### src/rtl/note_judge_ctrl.sv
// note_judge_ctrl: one-lane rhythm-game sequencer and judge.
// Walks the note pattern on beat ticks, turns A/S/D keycodes into a lane
// mask, detects fresh presses and judges every non-rest row exactly once.
// Score, combo and song-status outputs are all registered.
module note_judge_ctrl #(
  parameter int NUM_ROWS     = 100,
  parameter int HIT_POINTS   = 10,
  parameter int COMBO_BONUS  = 5,
  parameter int COMBO_THRESH = 8
) (
  input  logic        Clk,
  input  logic        Reset,
  input  logic        start,
  input  logic        beat_tick,
  input  logic [15:0] keycode,
  input  logic [2:0]  row_note,
  output logic [6:0]  row_counter,
  output logic        hit,
  output logic        miss,
  output logic [15:0] score,
  output logic [7:0]  combo,
  output logic [7:0]  max_combo,
  output logic        playing,
  output logic        game_over
);

  typedef enum logic [1:0] {
    IDLE = 2'd0,
    PLAY = 2'd1,
    DONE = 2'd2
  } state_t;

  localparam logic [6:0]  ROW_LAST   = 7'(NUM_ROWS - 1);
  localparam logic [15:0] PTS_BASE   = 16'(HIT_POINTS);
  localparam logic [15:0] PTS_BONUS  = 16'(HIT_POINTS + COMBO_BONUS);
  localparam logic [7:0]  BONUS_LVL  = 8'(COMBO_THRESH);

  // One keycode byte to a one-hot lane: A=left, S=middle, D=right.
  function automatic logic [2:0] decode_byte(input logic [7:0] code);
    case (code)
      8'h04:   decode_byte = 3'b100;
      8'h16:   decode_byte = 3'b010;
      8'h07:   decode_byte = 3'b001;
      default: decode_byte = 3'b000;
    endcase
  endfunction

  state_t      state, state_next;
  logic [2:0]  key_mask, prev_mask, new_press;
  logic        judged, judged_next;
  logic [6:0]  row_next;
  logic        hit_next, miss_next;
  logic [15:0] score_next;
  logic [7:0]  combo_next, max_next;

  // Judgment helpers
  logic        press_judge;
  logic        do_hit, do_miss;
  logic [15:0] hit_pts;
  logic [16:0] score_sum;
  logic [7:0]  combo_inc;

  assign key_mask  = decode_byte(keycode[15:8]) | decode_byte(keycode[7:0]);
  assign new_press = key_mask & ~prev_mask;

  // Press-judgment arithmetic, shared by every path that scores a hit.
  assign hit_pts   = (combo >= BONUS_LVL) ? PTS_BONUS : PTS_BASE;
  assign score_sum = {1'b0, score} + {1'b0, hit_pts};
  assign combo_inc = (combo == 8'hFF) ? combo : combo + 8'd1;

  // State register; synchronous reset has priority over all inputs.
  always_ff @(posedge Clk) begin
    // NOTE: sequential state uses non-blocking (<=) so every register samples
    // pre-edge values; blocking here would create order-dependent races.
    if (Reset) state <= IDLE;
    else       state <= state_next;
  end

  // Next-state and next-value logic for the whole datapath.
  always_comb begin
    // NOTE: every signal gets its hold/default value first, so no path through
    // the case below can leave one unassigned and infer a latch.
    state_next  = state;
    row_next    = row_counter;
    judged_next = judged;
    hit_next    = 1'b0;
    miss_next   = 1'b0;
    score_next  = score;
    combo_next  = combo;
    max_next    = max_combo;
    press_judge = 1'b0;
    do_hit      = 1'b0;
    do_miss     = 1'b0;

    case (state)
      IDLE, DONE: begin
        // start beats a coincident tick; outputs hold otherwise.
        if (start) begin
          state_next  = PLAY;
          row_next    = '0;
          judged_next = 1'b0;
          score_next  = '0;
          combo_next  = '0;
          max_next    = '0;
        end
      end

      PLAY: begin
        // A fresh press on an unjudged note row is judged against this row,
        // even when the row closes in the same cycle.
        press_judge = !judged && (new_press != 3'b000) && (row_note != 3'b000);
        if (press_judge) begin
          judged_next = 1'b1;
          if (new_press == row_note) do_hit  = 1'b1;
          else                       do_miss = 1'b1;
        end

        if (beat_tick) begin
          // Close-miss only if nothing judged this row, this cycle included.
          if (!judged && (row_note != 3'b000) && !press_judge) do_miss = 1'b1;
          judged_next = 1'b0;
          if (row_counter == ROW_LAST) state_next = DONE;
          else                         row_next   = row_counter + 7'd1;
        end

        if (do_hit) begin
          hit_next   = 1'b1;
          score_next = score_sum[16] ? 16'hFFFF : score_sum[15:0];
          combo_next = combo_inc;
          max_next   = (combo_inc > max_combo) ? combo_inc : max_combo;
        end else if (do_miss) begin
          miss_next  = 1'b1;
          combo_next = '0;
        end
      end

      default: state_next = IDLE;
    endcase
  end

  // Datapath and output registers.
  always_ff @(posedge Clk) begin
    if (Reset) begin
      prev_mask   <= '0;
      judged      <= 1'b0;
      row_counter <= '0;
      hit         <= 1'b0;
      miss        <= 1'b0;
      score       <= '0;
      combo       <= '0;
      max_combo   <= '0;
      playing     <= 1'b0;
      game_over   <= 1'b0;
    end else begin
      prev_mask   <= key_mask;
      judged      <= judged_next;
      row_counter <= row_next;
      hit         <= hit_next;
      miss        <= miss_next;
      score       <= score_next;
      combo       <= combo_next;
      max_combo   <= max_next;
      playing     <= (state_next == PLAY);
      game_over   <= (state_next == DONE);
    end
  end

endmodule

### config.mk
export PLATFORM = sky130hd
export DESIGN_NAME = note_judge_ctrl
export DESIGN_NICKNAME = d
export VERILOG_FILES = /design/src/rtl/note_judge_ctrl.sv
export SDC_FILE = /design/constraint.sdc
export NUM_CORES = 1
export LEC_CHECK = 0
export CAP_MARGIN = 20
export CORE_MARGIN = 4
export CORE_UTILIZATION = 50
export CTS_CLUSTER_DIAMETER = 150
export DETAILED_ROUTE_END_ITERATION = 16
export PLACE_DENSITY_LB_ADDON = 0.08
export SLEW_MARGIN = 20
export SYNTH_ARGS = -nofsm -noshare
export SYNTH_HDL_FRONTEND = slang
export SYNTH_SLANG_ARGS = --single-unit
### constraint.sdc
create_clock -name Clk -period 4.4 [get_ports Clk]
set_clock_uncertainty 0.2 [all_clocks]
set_input_delay 0.66 -clock Clk [delete_from_list [all_inputs] [get_ports Clk]]
set_output_delay 0.66 -clock Clk [all_outputs]
set_load 0.05 [all_outputs]
# [Word-level counts from Yosys, hierarchy flattened]
# Cells that the tools add are included.
[totals] out_inout_bits=43 regBits=49 word_cells=95
[op_classes] addsub=3 n_bitwise=4 mux=37 reduce_logical=18 n_eq_ne=20 order_cmp=2
[ops] op="two-way mux 16 bit" count=3
[ops] op="two-way mux 8 bit" count=6
[ops] op="equality test 8 x 3 -> 1 bit (second input constant)" count=4
[ops] op="case mux 16 bit (2 select lines)" count=1
[ops] op="case mux 8 bit (2 select lines)" count=2
[ops] op="two-way mux 7 bit" count=3
[ops] op="case mux 3 bit (3 select lines)" count=2
[ops] op="adder 16 x 4 -> 17 bit" count=1
[ops] op="equality test 8 x 5 -> 1 bit (second input constant)" count=2
[ops] op="case mux 7 bit (2 select lines)" count=1
[ops] op="two-way mux 1 bit" count=13
[ops] op="!= test 2 bit (second input constant)" count=5
[ops] op="AND reduction 3 bit" count=3
[ops] op="adder 8 x 1 -> 8 bit (second input constant)" count=1
[ops] op="equality test 8 bit (second input constant)" count=1
[ops] op=">= comparator 8 x 4 -> 1 bit (second input constant)" count=1
[ops] op="> comparator 8 bit" count=1
[ops] op="AND reduction 4 bit" count=2
[ops] op="adder 7 x 1 -> 7 bit (second input constant)" count=1
[ops] op="equality test 7 bit (second input constant)" count=1
[ops] op="two-way mux 2 bit" count=3
[ops] op="!= test 3 bit (second input constant)" count=2
[ops] op="nonzero test 3 bit" count=2
[ops] op="equality test 2 x 1 -> 1 bit (second input constant)" count=2
[ops] op="other kinds (15)" count=21

# [Logic depth before layout (Yosys ltp)]
# Gate-level depths: netlist of run 1.
[logic_depth] ltp_word=15 depth_mapped=15

# [Worst setup path before layout of run 1]
# No wires, ideal clock.
[synth_timing] kind="flip-flop to flip-flop" startpoint="reg combo[0]" endpoint="reg max_combo[1]" path_stages_with_launch=15 setup_ps=61 arrival_ps=3354 slack_ps=785 n_path_buf=0 path_cell_list="dfxtp_1 > ha_1 > nand2_1 > nor2_1 > nand3_1 > nand2b_1 > nor2_1 > xor2_1 > ha_1 > nand4_1 > or3_1 > o211ai_1 > a21oi_1 > o2bb2ai_1 > a22o_1"
[synth_via] elab_chain_cells=5 word_cells_on_any_way=9 cone_classes="add/sub (1); order compare (1); eq/ne (2); mux (4); reduce/logical (1)"
[synth_rtl] item="from (decl)" line_no="21" rtl="output logic [7:0] combo,"
[synth_rtl] item="from (signal assigned)" line_no="161" rtl="combo <= combo_next;"
[synth_rtl] item="adder 8 x 1 -> 8 bit / equality test 8 bit (equally long branches)" line_no="69" rtl="assign combo_inc = (combo == 8'hFF) ? combo : combo + 8'd1;"
[synth_rtl] item="two-way mux 8 bit (*)" line_no="69"
[synth_rtl] item="> comparator 8 bit / two-way mux 8 bit (equally long branches)" line_no="130" rtl="max_next = (combo_inc > max_combo) ? combo_inc : max_combo;"
[synth_rtl] item="!= test 2 bit (no line) / two-way mux 8 bit (equally long branches)"
[synth_rtl] item="AND reduction 4 bit (no line) / case mux 8 bit (2 select lines) (equally long branches)"
[synth_rtl] item="to (signal assigned)" line_no="162" rtl="max_combo <= max_next;"
[synth_rtl] item="to (decl)" line_no="22" rtl="output logic [7:0] max_combo,"
# Every way passes the cells marked *; elsewhere a longest branch is shown, timed or not. The select of a mux whose other input is x is not followed.
# A chain may end at the register's enable or synchronous reset.

# [Worst setup path in the final report of run 1]
# Ends and elaborated chain as after synthesis.

==> results of run 1 <==
## synth_stat cells (4+ instances only)
| master | instances | share of area |
|---|---|---|
| ha_1 | 14 | 0.064 |
| a21oi_1 | 13 | 0.024 |
| nand2_1 | 24 | 0.033 |
| or3_1 | 7 | 0.016 |
| a31oi_1 | 6 | 0.014 |
| o211ai_1 | 4 | 0.011 |
| xor2_1 | 4 | 0.013 |
| nand3_1 | 13 | 0.024 |
| nor2b_1 | 9 | 0.021 |
| a41oi_1 | 7 | 0.022 |
| nand2b_1 | 7 | 0.016 |
| o21ai_0 | 24 | 0.044 |
| nor2_1 | 30 | 0.041 |
| nor4_1 | 5 | 0.011 |
| nor3_1 | 10 | 0.018 |
| dfxtp_1 | 49 | 0.36 |
| clkbuf_1 | 5 | 0.0069 |
| o21a_1 | 6 | 0.016 |
| inv_1 | 20 | 0.027 |
| nand4_1 | 11 | 0.025 |
| a22o_1 | 14 | 0.045 |
## registers in the layout, indices dropped and copies added, names as in the netlist
signal,count
hit,1
score,16
game_over,1
miss,1
prev_mask,3
state,2
max_combo,8
playing,1
judged,1
row_counter,7
combo,8
## kinds of logic after synthesis
group	synth area share
DFF	0.358
AOI/OAI and AO/OA	0.243
buffers and inverters	0.0479
muxes	0.00365
xor gates and xnor gates	0.0224
adders and majority gates	0.0639
and+or+nand+nor	0.261
## final cells by class
class / instances / area, µm² / share of cell area
clock buffers: 5 / 68.8 / 0.0194
clock inverters: 3 / 46.3 / 0.0130
inverters: 20 / 75.1 / 0.0211
multi-input cells: 247 / 1630 / 0.458
flip-flops and latches: 49 / 981 / 0.276
well taps: 70 / 87.6 / 0.0247
repair buffers: 67 / 666 / 0.187
## per-layer routing
metal	part of all wire	wire, µm	global-route usage	vias up
met4	0.0097	67	0.0532	0
met2	0.47	3260	0.352	86
met5	0	0	0	-
met3	0.065	447	0.0493	6
li1	-	-	-	1350
met1	0.45	3140	0.291	1253
## critical path: stages (launching register included)
cell and delay [ps]:
dfxtp_1 420, ha_1 260, nand2_1 120, nor2_1 150, nand3_1 270, nand2b_1 210
nor2_1 60, xor2_1 230, ha_1 310, a211oi_1 260, o211ai_1 140, o211ai_1 210
a21oi_1 100, o2bb2ai_1 510, a22o_1 240
## power breakdown
part           switching, mW  leakage (nW)  internal, mW  total [mW]
Clock                  0.154        0.0543         0.170       0.325
Combinational         0.0476         0.761        0.0343      0.0819
Sequential           0.00271         0.395         0.446       0.449
## cells in the final DEF, fill, tap and decap left out, drive strengths merged, types with 4 or more instances in the layout
cell           instances
o21a                   6
clkbuf                 5
a41oi                  7
nand4                 11
dfxtp                 49
o21ai                 26
a31oi                  6
nor2                  30
clkdlybuf4s50         65
a21oi                 14
xor2                   4
ha                    14
a22o                  14
or3                    8
nor2b                  9
nor3                  10
nor4                   7
o211ai                 4
nand2                 24
nand3                 13
nand2b                 7
inv                   20
## path summary, 6_finish.rpt
path,from,to,slack (ps),cells past startpoint
max,combo[0]$_SDFFE_PP0P_,max_combo[1]$_SDFFE_PP0P_,640,14
max reg2reg,combo[0]$_SDFFE_PP0P_,max_combo[1]$_SDFFE_PP0P_,640,14
min reg2reg,row_counter[6]$_SDFFE_PP0P_,row_counter[6]$_SDFFE_PP0P_,310,2
min,row_counter[6]$_SDFFE_PP0P_,row_counter[6]$_SDFFE_PP0P_,310,2
==> flow_summary.toml, run 1 <==
[die]
core_region_area_um2 = 5200
num_rows = 26
die_area_um2 = 6730
die_x_um = 82.0
io_pins = 66
start_util = 0.526
die_h_um = 82.0

[route]
drtAntennaViolNets = 0
dr.first_iter.drc_count = 142
viasPerCell = 5.85
drc_errors = 0
num_vias = 2695
drt-total-wl_mm = 6.92
wl_per_cell_um = 15.0
first_pass_iters = 4

[timing]
maxSlewHeadroom = 0.497
worstMarginPinSlew_ps = 748
whs_ps = 310
final_hold_viol_count = 0
drv_slew = 0
finalWorstSetupSlack_ps = 637
grt_setup_unrepaired = "no"
fmax_ghz = 0.266
tns_ps = 0
min_period_ps = 3760
post-route-period-util = 0.855
setup_viol = 0

[grt]
grt_first_pass_wirelength_mm = 11.5
globalRouteTotalUtil = 0.217
gr-total-overflow = 0
grt_pass1_vias = 2544
antenna_found_initial = 0
grt_start_max_net_pins = 28

[synthesis]
synth_nets = 363
synth-main-ff-cell = "dfxtp_1"
synth_area_um2 = 2740
synth-edff-count = 0
syn_avg_cell_area_um2 = 8.41
ys_ff_latch = 49
synth_cell_types = 51
synthCells = 326
yosysSeqAreaShare = 0.358
yosysWarnings = 0
async_flop_share = 0

[placement]
dp_hpwl_mm = 5.16
place.gp.congestion = 0.867
place_ws_ps = 660
portBuffers = 65
dpl.cell_count = 453
post_dp_cell_area_um2 = 3440

[cells_and_area]
n_fill_cell = 457
area_growth_syn_to_layout_pct = 29.6
diodes = 0
final_cells = 461
layout-drive-gt1-share = 0.0460
stdcell_area_um2 = 3550
nets = 427
final_util = 0.682

[hold_path]
holdCritPathClass = "reg -> reg"

[critical_path]
start_kind = "flop"
cp_data_required_time_ps = 4450
crit_arrival_ps = 3810
cp-end-kind = "flop"
cp_max_fo = 9
path_class = "reg -> reg"

[power_and_ir_drop]
power_uw = 855
power.density_nw_per_um2 = 241
vdd_drop_max_uv = 198
p_leak_nw = 1.21

[clocking]
clockRootBuffer = "clkbuf_8"
numCtsBuffers = 5
cts_sinks = 49
cts_tree = "built"
h-tree-depth = 2
cts_hold_buf = 0
cts.clk_slew.worst_paths_ps = 90
clk_path_buf_depth = 2
cts_resized = 0
postCtsSetupBuffers = 0
clock_latency_ps = 300

[job]
cap_violations = 0

[status]
outcome = "complete, no violations"
Note: power is estimated with default switching activity, not from simulation.
==> run 2, diff against run 1 <==
--- a/config.mk
+++ b/config.mk
@@ -7,9 +7,10 @@
 export LEC_CHECK = 0
 export CAP_MARGIN = 20
 export CORE_MARGIN = 4
-export CORE_UTILIZATION = 50
+export CORE_UTILIZATION = 30
 export CTS_CLUSTER_DIAMETER = 150
 export DETAILED_ROUTE_END_ITERATION = 16
+export HOLD_SLACK_MARGIN = 0.08
 export PLACE_DENSITY_LB_ADDON = 0.08
 export SLEW_MARGIN = 20
 export SYNTH_ARGS = -nofsm -noshare
==> flow_summary.toml, run 2 (synthesis gave the netlist of run 1 again) <==
[status]
outcome = "complete, no violations"

[route]
first_pass_iters = 4
viasPerCell = 5.24
dr.first_iter.drc_count = 74
wl_per_cell_um = 14.8
drc_errors = 0
drtAntennaViolNets = 0
drt-total-wl_mm = 7.42
num_vias = 2637

[critical_path]
cp-end-kind = "flop"
start_kind = "flop"
slowest_delay_ps = 510
crit_path_top_delay_cell = "o2bb2ai_1"
crit_arrival_ps = 3780
path_class = "reg -> reg"
crit_buf_inv = 0
critPathTopFamily = "compound AO/OA/AOI/OAI gates"
cp_cell_sequence = "ha_1 > nand2_1 > nor2_1 > nand3_1 > nand2b_1 > nor2_1 > xor2_1 > ha_1 > a211oi_1 > o211ai_1 > o211ai_1 > a21oi_1 > o2bb2ai_1 > a22o_1"
cp_max_fo = 9
cp_data_required_time_ps = 4440

[die]
die_h_um = 104
num_rows = 34
die_area_um2 = 10700
io_pins = 66
start_util = 0.311
core_region_area_um2 = 8810
die_x_um = 104

[grt]
gr-total-overflow = 0
grt_first_pass_wirelength_mm = 12.5
antenna_found_initial = 0
grt_pass1_vias = 2591
grt_start_max_net_pins = 19
globalRouteTotalUtil = 0.137

[clocking]
cts_hold_buf = 0
postCtsSetupBuffers = 0
cts_tree = "built"
clock_latency_ps = 300
cts.clk_slew.worst_paths_ps = 100
cts_resized = 0
cts_sinks = 49
clk_path_buf_depth = 2
numCtsBuffers = 5
clockRootBuffer = "clkbuf_8"
h-tree-depth = 2

[power_and_ir_drop]
vdd_drop_max_uv = 110
power.density_nw_per_um2 = 228
p_leak_nw = 1.23

[timing]
final_hold_viol_count = 0
drv_slew = 0
fmax_ghz = 0.268
grt_setup_unrepaired = "no"
setup_viol = 0
finalWorstSetupSlack_ps = 664
maxSlewHeadroom = 0.522
post-route-period-util = 0.849
min_period_ps = 3740
tns_ps = 0
worstMarginPinSlew_ps = 710

[cells_and_area]
nets = 431
largest-register = "score"
largest_register_ffs = 16
reg.largest.list = "score: 16 flops, combo: 8 flops, max_combo: 8 flops"
regArea_um2 = 981
final_cell_mix = "clkdlybuf4s50_1, dfxtp_1, nor2_1"
mostFrequentLayoutCell = "clkdlybuf4s50_1"
n_fill_cell = 901
diodes = 0
layout-drive-gt1-share = 0.0557
area_growth_syn_to_layout_pct = 32.0
multiInputGateArea_um2 = 1630

[placement]
dp_hpwl_mm = 5.63
place.gp.congestion = 0.748
portBuffers = 65
place_ws_ps = 531

[hold_path]
holdCritPathClass = "reg -> reg"

[job]
cap_violations = 0
==> run 2: per-stage QoR <==
step / std cells / instance area [µm²] / total power, mW / hold slack (ps) / util
final: 503 / 3620 / 0.824 / 298 / 0.411
after global routing: 503 / 3620 / 0.864 / 334 / 0.411
after CTS: 503 / 3620 / 0.839 / 304 / 0.411
after detailed placement: 495 / 3510 / 0.544 / 289 / 0.399
after global placement: 495 / 3510 / 0.544 / 283 / 0.399
after floorplan: 326 / 2740 / 0.501 / 269 / -
==> run 2: report_power, final <==
group / internal [mW] / switching, mW
clock network: 0.142 / 0.149
logic: 0.0353 / 0.0490
registers: 0.446 / 0.00279
==> run 2: layer usage <==
metal / GRT usage / up-vias / wire [µm]
met2: 0.217 / 58 / 3360
met3: 0.0323 / 0 / 326
li1: - / 1340 / -
met5: 0 / - / 0
met4: 0.0313 / 0 / 0
met1: 0.189 / 1239 / 3740
==> run 2: cell type report <==
cell class / instances / share of cell area
Multi-Input combinational cell: 247 / 0.450
Sequential cell: 49 / 0.271
Timing Repair Buffer: 71 / 0.192
Tap cell: 108 / 0.0374
Clock buffer: 7 / 0.0266
Inverter: 20 / 0.0208
Clock inverter: 1 / 0.00138
==> run 2: tightest hold or removal path: stages (launching register included) <==
cell and delay [ps]:
dfxtp_1 320, nor2_1 90, nor3_1 50
==> run 2: final timing paths <==
| path | slack, ps | cells after the start | from | endpoint |
|---|---|---|---|---|
| min | 300 | 2 | judged$_SDFFE_PP0P_ | judged$_SDFFE_PP0P_ |
| min reg2reg | 300 | 2 | judged$_SDFFE_PP0P_ | judged$_SDFFE_PP0P_ |
| max | 660 | 14 | combo[0]$_SDFFE_PP0P_ | max_combo[1]$_SDFFE_PP0P_ |
| max reg2reg | 660 | 14 | combo[0]$_SDFFE_PP0P_ | max_combo[1]$_SDFFE_PP0P_ |
==> run 3, diff against run 2 <==
==> constraint.sdc (replaced) <==
create_clock -name Clk -period 3.2 [get_ports Clk]
set_clock_uncertainty 0.2 [all_clocks]
set_input_delay 0.48 -clock Clk [delete_from_list [all_inputs] [get_ports Clk]]
set_output_delay 0.48 -clock Clk [all_outputs]
set_load 0.05 [all_outputs]
==> flow_summary.toml, run 3 (synthesis gave the netlist of run 1 again) <==
[route]
wl_per_cell_um = 14.9
viasPerCell = 5.21
num_vias = 2784
first_pass_iters = 4
dr.first_iter.drc_count = 104
drc_errors = 0
drtAntennaViolNets = 0
drt-total-wl_mm = 7.96

[timing]
drv_slew = 0
tns_ps = 0
fmax_ghz = 0.329
worstMarginPinSlew_ps = 701
setup_viol = 0
post-route-period-util = 0.951
maxSlewHeadroom = 0.528
final_hold_viol_count = 0
min_period_ps = 3040

[grt]
grt_start_max_net_pins = 17
gr-total-overflow = 0
antenna_found_initial = 0
grt_first_pass_wirelength_mm = 13.6
globalRouteTotalUtil = 0.149
grt_pass1_vias = 2805

[critical_path]
start_kind = "flop"
cp_cell_sequence = "ha_2 > nand2_2 > nor2_4 > nand3_2 > nand2b_4 > nor2_2 > xor2_2 > ha_1 > nand4_1 > or3_1 > o211ai_1 > a21oi_2 > and2_0 > buf_4 > a22o_1"
cp_max_fo = 7
slowest_delay_ps = 370
path_class = "reg -> reg"
crit_arrival_ps = 3060
crit_path_top_delay_cell = "dfxtp_4"
cp-end-kind = "flop"
cp_data_required_time_ps = 3220
critPathTopFamily = "simple AND/OR/NAND/NOR gates"
crit_buf_inv = 1

[placement]
dp_hpwl_mm = 6.02
place.gp.congestion = 0.772
portBuffers = 65
post_dp_cell_area_um2 = 3720

[clocking]
cts.clk_slew.worst_paths_ps = 100
cts_hold_buf = 0
clk_path_buf_depth = 2
h-tree-depth = 2
clockRootBuffer = "clkbuf_8"
cts_sinks = 49
clock_latency_ps = 310
numCtsBuffers = 5
cts_tree = "built"

[cells_and_area]
largest_register_ffs = 16
area_growth_syn_to_layout_pct = 43.8
reg.largest.list = "score: 16 flops, combo: 8 flops, max_combo: 8 flops"
diodes = 0
stdcell_area_um2 = 3940
nets = 462
layout-drive-gt1-share = 0.169
n_fill_cell = 877
mostFrequentLayoutCell = "clkdlybuf4s50_1"
final_cell_mix = "clkdlybuf4s50_1, dfxtp_1, buf_4"
largest-register = "score"

[power_and_ir_drop]
power.density_nw_per_um2 = 292
vdd_drop_max_uv = 165
p_leak_nw = 1.41
pwr-share-clk = 0.348
p_sw_frac = 0.263
internal_power_uw = 848
power_frac_seq = 0.535
power_frac_comb = 0.117
p_switching_uw = 303

[die]
core_region_area_um2 = 8810
start_util = 0.311
die_h_um = 104
num_rows = 34
die_area_um2 = 10700
die_x_um = 104
io_pins = 66

[status]
outcome = "complete, no violations"

[hold_path]
holdCritPathClass = "reg -> reg"

[job]
cap_violations = 0
-- run 3: changes by cell type in the layout (fill, tap and decap cells not counted), sizes merged --
cell / change
buf: +31
clkbuf: -1
clkinv: +1
-- run 3: timing repair --
item                                    in CTS  in global routing
gates resized for setup                      0                 16
setup buffers                                0                  7
endpoints found under the setup margin       0                 16
-- run 3: power by group through the flow --
stage	logic (mW)	clock network [mW]	registers, mW
after floorplan	0.0501	0	0.638
after global placement	0.127	0	0.630
after detailed placement	0.127	0	0.630
after CTS	0.128	0.417	0.616
after global routing	0.146	0.435	0.617
final	0.135	0.401	0.616
-- run 3: final cells by class --
cell class / instances / area (µm²) / area share
Sequential cell: 49 / 993 / 0.252
Timing Repair Buffer: 102 / 936 / 0.237
Multi-Input combinational cell: 247 / 1710 / 0.433
Tap cell: 108 / 135 / 0.0343
Clock buffer: 6 / 82.6 / 0.0210
Clock inverter: 2 / 13.8 / 0.00349
Inverter: 20 / 75.1 / 0.0190
-- run 3: worst reg2reg max path: cells and delay by family (launching register included) --
family                   cells  cell delay [ps]
AND/OR/NAND/NOR              8             1140
adder cells (fa/ha/maj)      2              500
AO/OA/AOI/OAI                3              380
flip-flops                   1              370
XOR/XNOR                     1              180
buffers and inverters        1              170
-- run 3: per-stage QoR --
step                      total power [mW]  utilization  hold slack [ps]  cells  setup WS [ps]
after floorplan                      0.688            -              269    326         0.0830
after global placement               0.757        0.422              283    519           -192
after detailed placement             0.757        0.422              279    519           -222
after CTS                             1.16        0.433              299    527           1.01
after global routing                  1.20        0.448              342    534          -17.3
final                                 1.15        0.448              307    534            157
-- run 3: layer usage --
metal	wire length, µm	global-route usage	vias to the layer above
met5	0	0	-
met4	31	0.0361	0
met3	301	0.0323	5
met2	3800	0.252	67
met1	3820	0.195	1297
li1	-	-	1415
-- run 3: path summary, 6_finish.rpt --
kind | startpoint | endpoint | slack [ps] | cells after the start
setup / recovery | combo[1]$_SDFFE_PP0P_ | max_combo[4]$_SDFFE_PP0P_ | 160 | 15
setup reg to reg | combo[1]$_SDFFE_PP0P_ | max_combo[4]$_SDFFE_PP0P_ | 160 | 15
hold / removal | row_counter[6]$_SDFFE_PP0P_ | row_counter[6]$_SDFFE_PP0P_ | 310 | 2
hold reg to reg | row_counter[6]$_SDFFE_PP0P_ | row_counter[6]$_SDFFE_PP0P_ | 310 | 2
